$ cat src/rtl/dds_cmd_pkg.sv
// Shared types and constants for the DDS command parser.
package dds_cmd_pkg;

  // Frame parser states
  typedef enum logic [2:0] {
    IDLE = 3'd0,
    HDR  = 3'd1,
    ADDR = 3'd2,
    DATA = 3'd3,
    CSUM = 3'd4
  } state_t;

  // Frame framing constants
  localparam logic [7:0] CMD_HDR0     = 8'h55;
  localparam logic [7:0] CMD_HDR1     = 8'hAA;
  localparam logic [7:0] CMD_ADDR_MAX = 8'h0C;
  localparam int         FRAME_LEN    = 8;

  // DDS control register map
  localparam logic [7:0] REG_AMP   = 8'h00;
  localparam logic [7:0] REG_FREQ  = 8'h04;
  localparam logic [7:0] REG_MIN   = 8'h08;
  localparam logic [7:0] REG_PHASE = 8'h0C;

  // Register addresses must be word aligned and inside the map
  function automatic logic addr_legal(input logic [7:0] addr,
                                      input logic [7:0] addr_max);
    return (addr[1:0] == 2'b00) && (addr <= addr_max);
  endfunction

endpackage

$ cat src/rtl/dds_cmd_timeout.sv
// Inter-byte watchdog: counts enabled cycles since the last clear and
// flags the terminal count TIMEOUT_CYC-1.
module dds_cmd_timeout #(
  parameter int TIMEOUT_CYC = 50000
) (
  input  logic sys_clk,
  input  logic sys_rst,
  input  logic clr,
  input  logic en,
  output logic tc
);

  localparam int CW = (TIMEOUT_CYC > 1) ? $clog2(TIMEOUT_CYC) : 1;
  localparam logic [CW-1:0] TC_VAL = CW'(TIMEOUT_CYC - 1);

  logic [CW-1:0] cnt;

  // Terminal count only matters while the watchdog is armed
  assign tc = en && (cnt == TC_VAL);

  // Counter sits at zero when disabled; wraps after terminal count so a
  // stale value never survives into the next frame
  always_ff @(posedge sys_clk) begin
    if (sys_rst || clr || !en) cnt <= '0;
    else if (cnt == TC_VAL)    cnt <= '0;
    else                       cnt <= cnt + 1'b1;
  end

endmodule

$ cat src/rtl/dds_cmd_parser.sv
// UART byte stream -> DDS register-write parser.
// Frame: HDR0 HDR1 ADDR D3 D2 D1 D0 CSUM, CSUM = 8-bit sum of ADDR..D0.
module dds_cmd_parser
  import dds_cmd_pkg::*;
#(
  parameter logic [7:0] HDR0        = CMD_HDR0,
  parameter logic [7:0] HDR1        = CMD_HDR1,
  parameter logic [7:0] ADDR_MAX    = CMD_ADDR_MAX,
  parameter int         TIMEOUT_CYC = 50000
) (
  input  logic        sys_clk,
  input  logic        sys_rst,
  input  logic [7:0]  rx_data,
  input  logic        rx_vld,
  output logic        wr_vld,
  output logic [31:0] wr_addr,
  output logic [31:0] wr_data,
  output logic        csum_err,
  output logic        addr_err,
  output logic        timeout_err,
  output logic [15:0] frame_cnt
);

  state_t      state;
  logic [7:0]  addr_q;
  logic [7:0]  csum_acc;
  logic [31:0] data_sr;
  logic [1:0]  idx;
  logic        to_en;
  logic        to_tc;

  // Watchdog runs only inside a frame and restarts on every byte
  assign to_en = (state != IDLE);

  dds_cmd_timeout #(
    .TIMEOUT_CYC (TIMEOUT_CYC)
  ) u_timeout (
    .sys_clk (sys_clk),
    .sys_rst (sys_rst),
    .clr     (rx_vld),
    .en      (to_en),
    .tc      (to_tc)
  );

  // Frame FSM with registered strobes. A byte on the terminal-count cycle
  // takes priority over the timeout, which keeps all pulses exclusive.
  always_ff @(posedge sys_clk) begin
    if (sys_rst) begin
      state       <= IDLE;
      addr_q      <= '0;
      csum_acc    <= '0;
      data_sr     <= '0;
      idx         <= '0;
      wr_vld      <= 1'b0;
      wr_addr     <= '0;
      wr_data     <= '0;
      csum_err    <= 1'b0;
      addr_err    <= 1'b0;
      timeout_err <= 1'b0;
      frame_cnt   <= '0;
    end else begin
      wr_vld      <= 1'b0;
      csum_err    <= 1'b0;
      addr_err    <= 1'b0;
      timeout_err <= 1'b0;
      if (rx_vld) begin
        case (state)
          IDLE: if (rx_data == HDR0) state <= HDR;
          HDR: begin
            if (rx_data == HDR1)      state <= ADDR;
            else if (rx_data != HDR0) state <= IDLE;
            // repeated HDR0 keeps us in HDR to resync on the real header
          end
          ADDR: begin
            addr_q   <= rx_data;
            csum_acc <= rx_data;
            idx      <= 2'd0;
            state    <= DATA;
          end
          DATA: begin
            data_sr  <= {data_sr[23:0], rx_data};
            csum_acc <= csum_acc + rx_data;
            if (idx == 2'd3) state <= CSUM;
            else             idx   <= idx + 2'd1;
          end
          CSUM: begin
            state <= IDLE;
            // checksum is judged first so a corrupted address never
            // shows up as an address error
            if (rx_data != csum_acc) begin
              csum_err <= 1'b1;
            end else if (!addr_legal(addr_q, ADDR_MAX)) begin
              addr_err <= 1'b1;
            end else begin
              wr_vld    <= 1'b1;
              wr_addr   <= {24'h0, addr_q};
              wr_data   <= data_sr;
              frame_cnt <= frame_cnt + 16'd1;
            end
          end
          default: state <= IDLE;
        endcase
      end else if (to_tc) begin
        state       <= IDLE;
        timeout_err <= 1'b1;
      end
    end
  end

endmodule

$ cat config.mk
export PLATFORM = sky130hd
export DESIGN_NAME = dds_cmd_parser
export DESIGN_NICKNAME = d
export VERILOG_FILES = /design/src/rtl/dds_cmd_pkg.sv /design/src/rtl/dds_cmd_timeout.sv /design/src/rtl/dds_cmd_parser.sv
export SDC_FILE = /design/constraint.sdc
export NUM_CORES = 1
export LEC_CHECK = 0
export BUFFER_PORTS_ARGS = -buffer_cell sky130_fd_sc_hd__clkbuf_2
export CORE_MARGIN = 8
export CORE_UTILIZATION = 56
export DETAILED_ROUTE_END_ITERATION = 8
export GPL_TIMING_DRIVEN = 0
export PLACE_DENSITY = 0.77
export SLEW_MARGIN = 20
export SYNTH_ARGS = -nofsm -noshare
export SYNTH_HDL_FRONTEND = slang
export SYNTH_SLANG_ARGS = --single-unit
$ cat constraint.sdc
create_clock -name sys_clk -period 2.6 [get_ports sys_clk]
set_clock_uncertainty 0.15 [all_clocks]
set_input_delay 0.13 -clock sys_clk [delete_from_list [all_inputs] [get_ports sys_clk]]
set_output_delay 0.13 -clock sys_clk [all_outputs]
set_load 0.005 [all_outputs]
# --- Yosys cells after proc, flatten, opt, wreduce, memory -nomap -nowiden ---
# Index checks and enable logic that the tools add are counted.
# W data, S select, Z words.
totals:
  input_bits: 11
  out_inout_bits: 84
  regBits: 129
  wordCells: 69
op_classes:
  n_addsub: 4
  order_cmp: 1
  reduce_logical: 20
  eq_ne: 14
  n_bitwise: 3
  muxes: 14
op_table:
  columns: ["cell", "count"]
  rows:
  - ["$add A16 B1 Y16 const B", 2]
  - ["$mux W3", 6]
  - ["$eq A16 B16 Y1 const B", 1]
  - ["$pmux W8 S2", 1]
  - ["$pmux W3 S4", 1]
  - ["$add A8 B8 Y8", 1]
  - ["$eq A8 B7 Y1 const B", 1]
  - ["$eq A8 B8 Y1 const B", 1]
  - ["$le A8 B4 Y1 const B", 1]
  - ["$ne A8 B7 Y1 const B", 1]
  - ["$ne A8 B8 Y1", 1]
  - ["$reduce_and A4 Y1", 2]
  - ["$eq A3 B2 Y1 const B", 2]
  - ["$ne A3 B3 Y1 const B", 2]
  - ["$reduce_and A2 Y1", 3]
  - ["$mux W1", 4]
  - ["$ne A4 B4 Y1 const B", 1]
  - ["$pmux W2 S2", 1]
  - ["$reduce_bool A2 Y1", 2]
  - ["$reduce_or A2 Y1", 2]
  - ["$reduce_or A4 Y1", 1]
  - ["$eq A3 B1 Y1 const B", 1]
  - ["$eq A3 B3 Y1 const B", 1]
  - ["$logic_not A3 Y1", 1]
  - ["12 further kinds", 16]

# --- Logic depth before layout (Yosys ltp) ---
depth:
  word_depth: 5
  depth_mapped: 9
  ltp_nobuf: 9

# --- Hierarchy ---
# A second synthesis with hierarchy kept.
hier_totals:
  hier_cells: 674
  area_unflattened_um2: 5589.1
modules_own_cells:
  columns: ["module", "cells_each", "instances", "seq_area_each_um2", "area_each_um2"]
  rows:
  - ["dds_cmd_parser", 591, 1, 2262.2, 4840.9]
  - ["dds_cmd_timeout", 83, 1, 320.3, 748.2]

# --- Worst setup path after synthesis ---
# Ideal clock, no wire load.
synth_path:
  path_type: "register to register"
  startpoint: "reg addr_q[0]"
  endpoint: "reg frame_cnt[12]"
  t_arrival_ns: 1.929
  period_less_slack_ns: 2.206
  setup_slack_ns: 0.394
  stages_incl_launch_ff: 8
  setup_time_ns: 0.128
  path_cell_list: "dfxtp_1 or4_1 or3_4 nor3_4 buf_6 nand4_1 xnor2_1 nor2_1"
synth_via:
  elab_chain_len: 3
synth_lines:
  columns: ["item", "line_no", "rtl"]
  rows:
  - ["start, declared", "dds_cmd_parser.sv:25", "logic [7:0] addr_q;"]
  - ["start signal, assigned", "dds_cmd_parser.sv:75", "addr_q <= rx_data;"]
  - ["$le A8 B4 Y1 / $logic_not A2 Y1 (equally long branches)", "dds_cmd_pkg.sv:28", "return (addr[1:0] == 2'b00) && (addr <= addr_max);"]
  - ["$logic_and A1 B1 Y1 *", "dds_cmd_pkg.sv:28", null]
  - ["$reduce_and A4 Y1 (no line) *", null, null]
  - ["end signal, assigned", "dds_cmd_parser.sv:98", "frame_cnt <= frame_cnt + 16'd1;"]
  - ["end, declared", "dds_cmd_parser.sv:21", "output logic [15:0] frame_cnt"]
# Mark *: on every way between the ends. The rest lies on a longest branch, timed or not.
# A chain may end at the register's enable or synchronous reset.

# --- Final worst setup path ---
layout_path:
  startpoint: "in rx_data[6]"
  endpoint: "reg wr_data[20]"
layout_via:
  elab_chain_len: 3
layout_lines:
  columns: ["item", "line_no", "rtl"]
  rows:
  - ["start, declared", "dds_cmd_parser.sv:13", "input logic [7:0] rx_data,"]
  - ["$ne A8 B8 Y1", "dds_cmd_parser.sv:90", "if (rx_data != csum_acc) begin"]
  - ["$not A1 Y1 (no line)", null, null]
  - ["$reduce_and A4 Y1 (no line)", null, null]
  - ["end signal, assigned", "dds_cmd_parser.sv:97", "wr_data <= data_sr;"]
  - ["end, declared", "dds_cmd_parser.sv:17", "output logic [31:0] wr_data,"]
# No other way between the ends.

==> impl_metrics.yaml <==
setup_path:
  cpPeakStageDelay_ns: 0.53
  ff2ff_path_depth: 8
  startpoint_type: "primary input"
  crit_path_cell_trace: "dlygate4sd3_1 > clkbuf_2 > ha_1 > nor3_1 > nand3_2 > nor3_4 > buf_4 > buf_2 > nand2_1 > a21oi_1"
  arrival_ns: 2.74
  r2r-end: "wr_data[20]"
  crit_slowest_cell: "dlygate4sd3_1"
  crit_fanout: 10
  r2r_slack_ns: 0.20
  path_buf_inv: 4
  critPathCaptureType: "register"
  cp_top_family: "buffers and inverters"
  crit_required_ns: 2.88
  crit_type: "in -> reg"
  reg2reg_from: "csum_acc[6]"
finish:
  diodes: 0
  fill_cells: 789
  syn2layout_area_growth_pct: 23.40
  drive_gt1_share_pct: 17.51
  mostFrequentLayoutCells: "177 x nand2_1, 129 x dfxtp_1, 87 x a21oi_1, 68 x clkbuf_2, 44 x nor2_1"
  multi_input_area_mm2: 0.002577
  layout_commonest_cell: "nand2_1"
  fin_area_mm2: 0.006658
  seqCellArea_mm2: 0.002582
  nets: 803
power:
  p_int_uw: 3255
  sw_frac_of_total_pct: 24.26
  ir_drop_uv: 466.8
  pwr-share-seq_pct: 46.0
  p_comb_share_pct: 3.0
  p_leak_uw: 0.002615
  power_uw: 4297
  p_clk_share_pct: 51.0
  power.density_mw_per_mm2: 645.5
  p_sw_uw: 1042
timing:
  tns_ns: 0
  drv_slew: 0
  rsz0062_at_grt: "no"
  maxSlewHeadroom_pct: 61.60
  worstMarginPinSlew_ns: 0.5760
  report.final.hold_viol_count: 0
  setup_viol: 0
  fin_ws_ns: 0.1381
  finalCritPeriodShare_pct: 94.69
  fmax_ghz: 0.4062
  period_needed_ns: 2.462
logic_synthesis:
  netlist_area_mm2: 0.005395
  postSynthCellCount: 661
  synthArstFlopShare_pct: 0
  synth.avg_cell_area_um2: 8.162
  synth_enable_flop_cells: 0
  yosys_register_bits: 129
  yosysWarnings: 0
  ys_seq_area_share_pct: 47.87
  synth_cell_type_count: 45
  ys.flop_type: "dfxtp_1"
drt:
  drt_first_pass_iters: 5
  via_per_inst: 5.333
  final_antenna_net_count: 0
  drtIter0Drc: 304
  routedWlPerCell_um: 14.47
  drc: 0
  num_vias: 4944
  drt-total-wl_um: 13420
clock_network:
  path_clk_slew_ns: 0.06
  h-tree-depth: 4
  cts.sink_count: 129
  cts_tree: "done"
  cts_made_buffers: 17
  clock_latency_ns: 0.51
  cts_root_buf: "clkbuf_8"
  clock_path_buffers: 2
floorplan:
  io_pins: 95
  row_count: 36
  die_w_um: 114.2
  core_mm2: 0.009549
  start_util_pct: 56.50
  dieArea_mm2: 0.01303
  fp.dieH_um: 114.2
placement:
  place.gp.congestion: 0.8481
  place_area_mm2: 0.005983
  pre_cts_slack_ns: -0.1003
  hpwl_um: 9670
  io_buffers: 67
worst_hold_path:
  min_delay_path_depth: 3
  hold_path_startpoint: "rx_vld"
  whs_endpoint: "timeout_err"
  hold_class: "in -> reg"
grt:
  grt_overflow: 0
  grt_start_max_net_pins: 17
  grt_pass1_vias: 4715
  grt_usage_pct: 21.18
  grt_pass1_wl_um: 22360
  antenna_found_initial: 0
run:
  maxCapViolations: 0
outcome:
  outcome: "finished, final reports clean"
## worst reg2reg max path, cell delays in order, from the launching register on
cell and delay (ns):
dfxtp_1 0.31, ha_1 0.34, nor3_1 0.41, nand3_2 0.21
nor3_4 0.27, buf_4 0.18, buf_2 0.20, nand2_1 0.10
a21oi_1 0.16
## flip-flops by register name, summed over array words and instances, names as in the netlist
register	flops
addr_err	1
csum_err	1
wr_addr	8
addr_q	8
wr_data	32
data_sr	32
timeout_err	1
wr_vld	1
idx	2
frame_cnt	16
state	3
u_timeout.cnt	16
csum_acc	8
## power groups by stage
stage | clock network, uW | registers [uW] | logic (uW)
floorplan | 0 | 2020 | 81.2
detailed placement | 0 | 2020 | 114
finish | 2190 | 1980 | 130
global placement | 0 | 2020 | 112
global route | 2300 | 1980 | 142
CTS | 2200 | 1980 | 124
## cell usage after synthesis, types with 4 or more instances
cell type	instances	share of area (%)
nand2_1	177	12
dfxtp_1	129	48
a21oi_1	87	8.1
nor2_1	45	3.1
clkbuf_1	30	2.1
buf_4	24	3.3
xor2_1	19	3.1
and3_1	18	2.1
nand4_1	13	1.5
o21ai_0	11	1.0
ha_1	10	2.3
xnor2_1	10	1.6
nand3_1	9	0.83
nor3_1	8	0.74
a31oi_1	5	0.58
inv_1	5	0.35
nor2b_1	5	0.58
nor4_1	5	0.58
nor4b_1	5	0.81
or3_1	5	0.58
a211oi_1	4	0.56
mux2i_1	4	0.74
nor4bb_1	4	0.74
## what timing repair did
item / CTS / global route
setup buffers: 2 / 1
pin swaps: 1 / 1
gates resized for setup: 0 / 6
endpoints found under the setup margin: 7 / 67
hold buffers: 8 / 0
hold endpoints to repair: 25 / 0
## how the worst max path moves through the flow
stage	from	endpoint	slack [ns]	depth (start not counted)
after floorplan	addr_q[0]	frame_cnt[12]	0.39	7
after global placement	rx_data[5]	frame_cnt[12]	-0.09	9
after detailed placement	rx_data[5]	frame_cnt[12]	-0.10	9
after CTS	rx_data[4]	frame_cnt[13]	0.06	9
after global routing	rx_data[5]	wr_data[3]	0.01	10
final	rx_data[6]	wr_data[20]	0.14	10
## cell families after synthesis
group | count (synthesis) | share of synthesized area, %
multiplexers | 4 | 0.7421
buffers and inverters | 64 | 6.331
XOR/XNOR | 29 | 4.708
AND/OR/NAND/NOR | 308 | 26.16
AO/OA/AOI/OAI | 115 | 11.43
flip-flops | 129 | 47.87
adder cells (fa/ha/maj) | 11 | 2.690
other | 1 | 0.06951
## area by class of cell
cell class                 instances  share of cell area [%]
timing repair buffer              78                   6.578
clock buffer                      18                   6.427
buffer                            59                   4.868
clock inverter                    14                   1.842
sequential                       129                   38.79
tap                              133                   2.500
inverter                           5                  0.2819
multi-input combinational        491                   38.71
## per-layer routing
| layer | GRT usage (%) | share of wire [%] | vias up |
|---|---|---|---|
| met3 | 5.960 | 6.5 | 16 |
| li1 | - | - | 2425 |
| met4 | 7.098 | 1.1 | 0 |
| met2 | 35.21 | 49 | 164 |
| met1 | 25.73 | 44 | 2339 |
| met5 | 0 | 0 | - |
## through the flow
stage	hold slack (ns)	utilization, %	std cells
2_1_floorplan	0.1160	-	684
3_3_place_gp	0.2814	62.66	884
3_5_place_dp	0.2986	62.66	884
4_1_cts	0.02601	69.42	926
5_1_grt	0.07022	69.72	927
6_report	0.05183	69.72	927
Note: power is estimated with default switching activity, not from simulation.
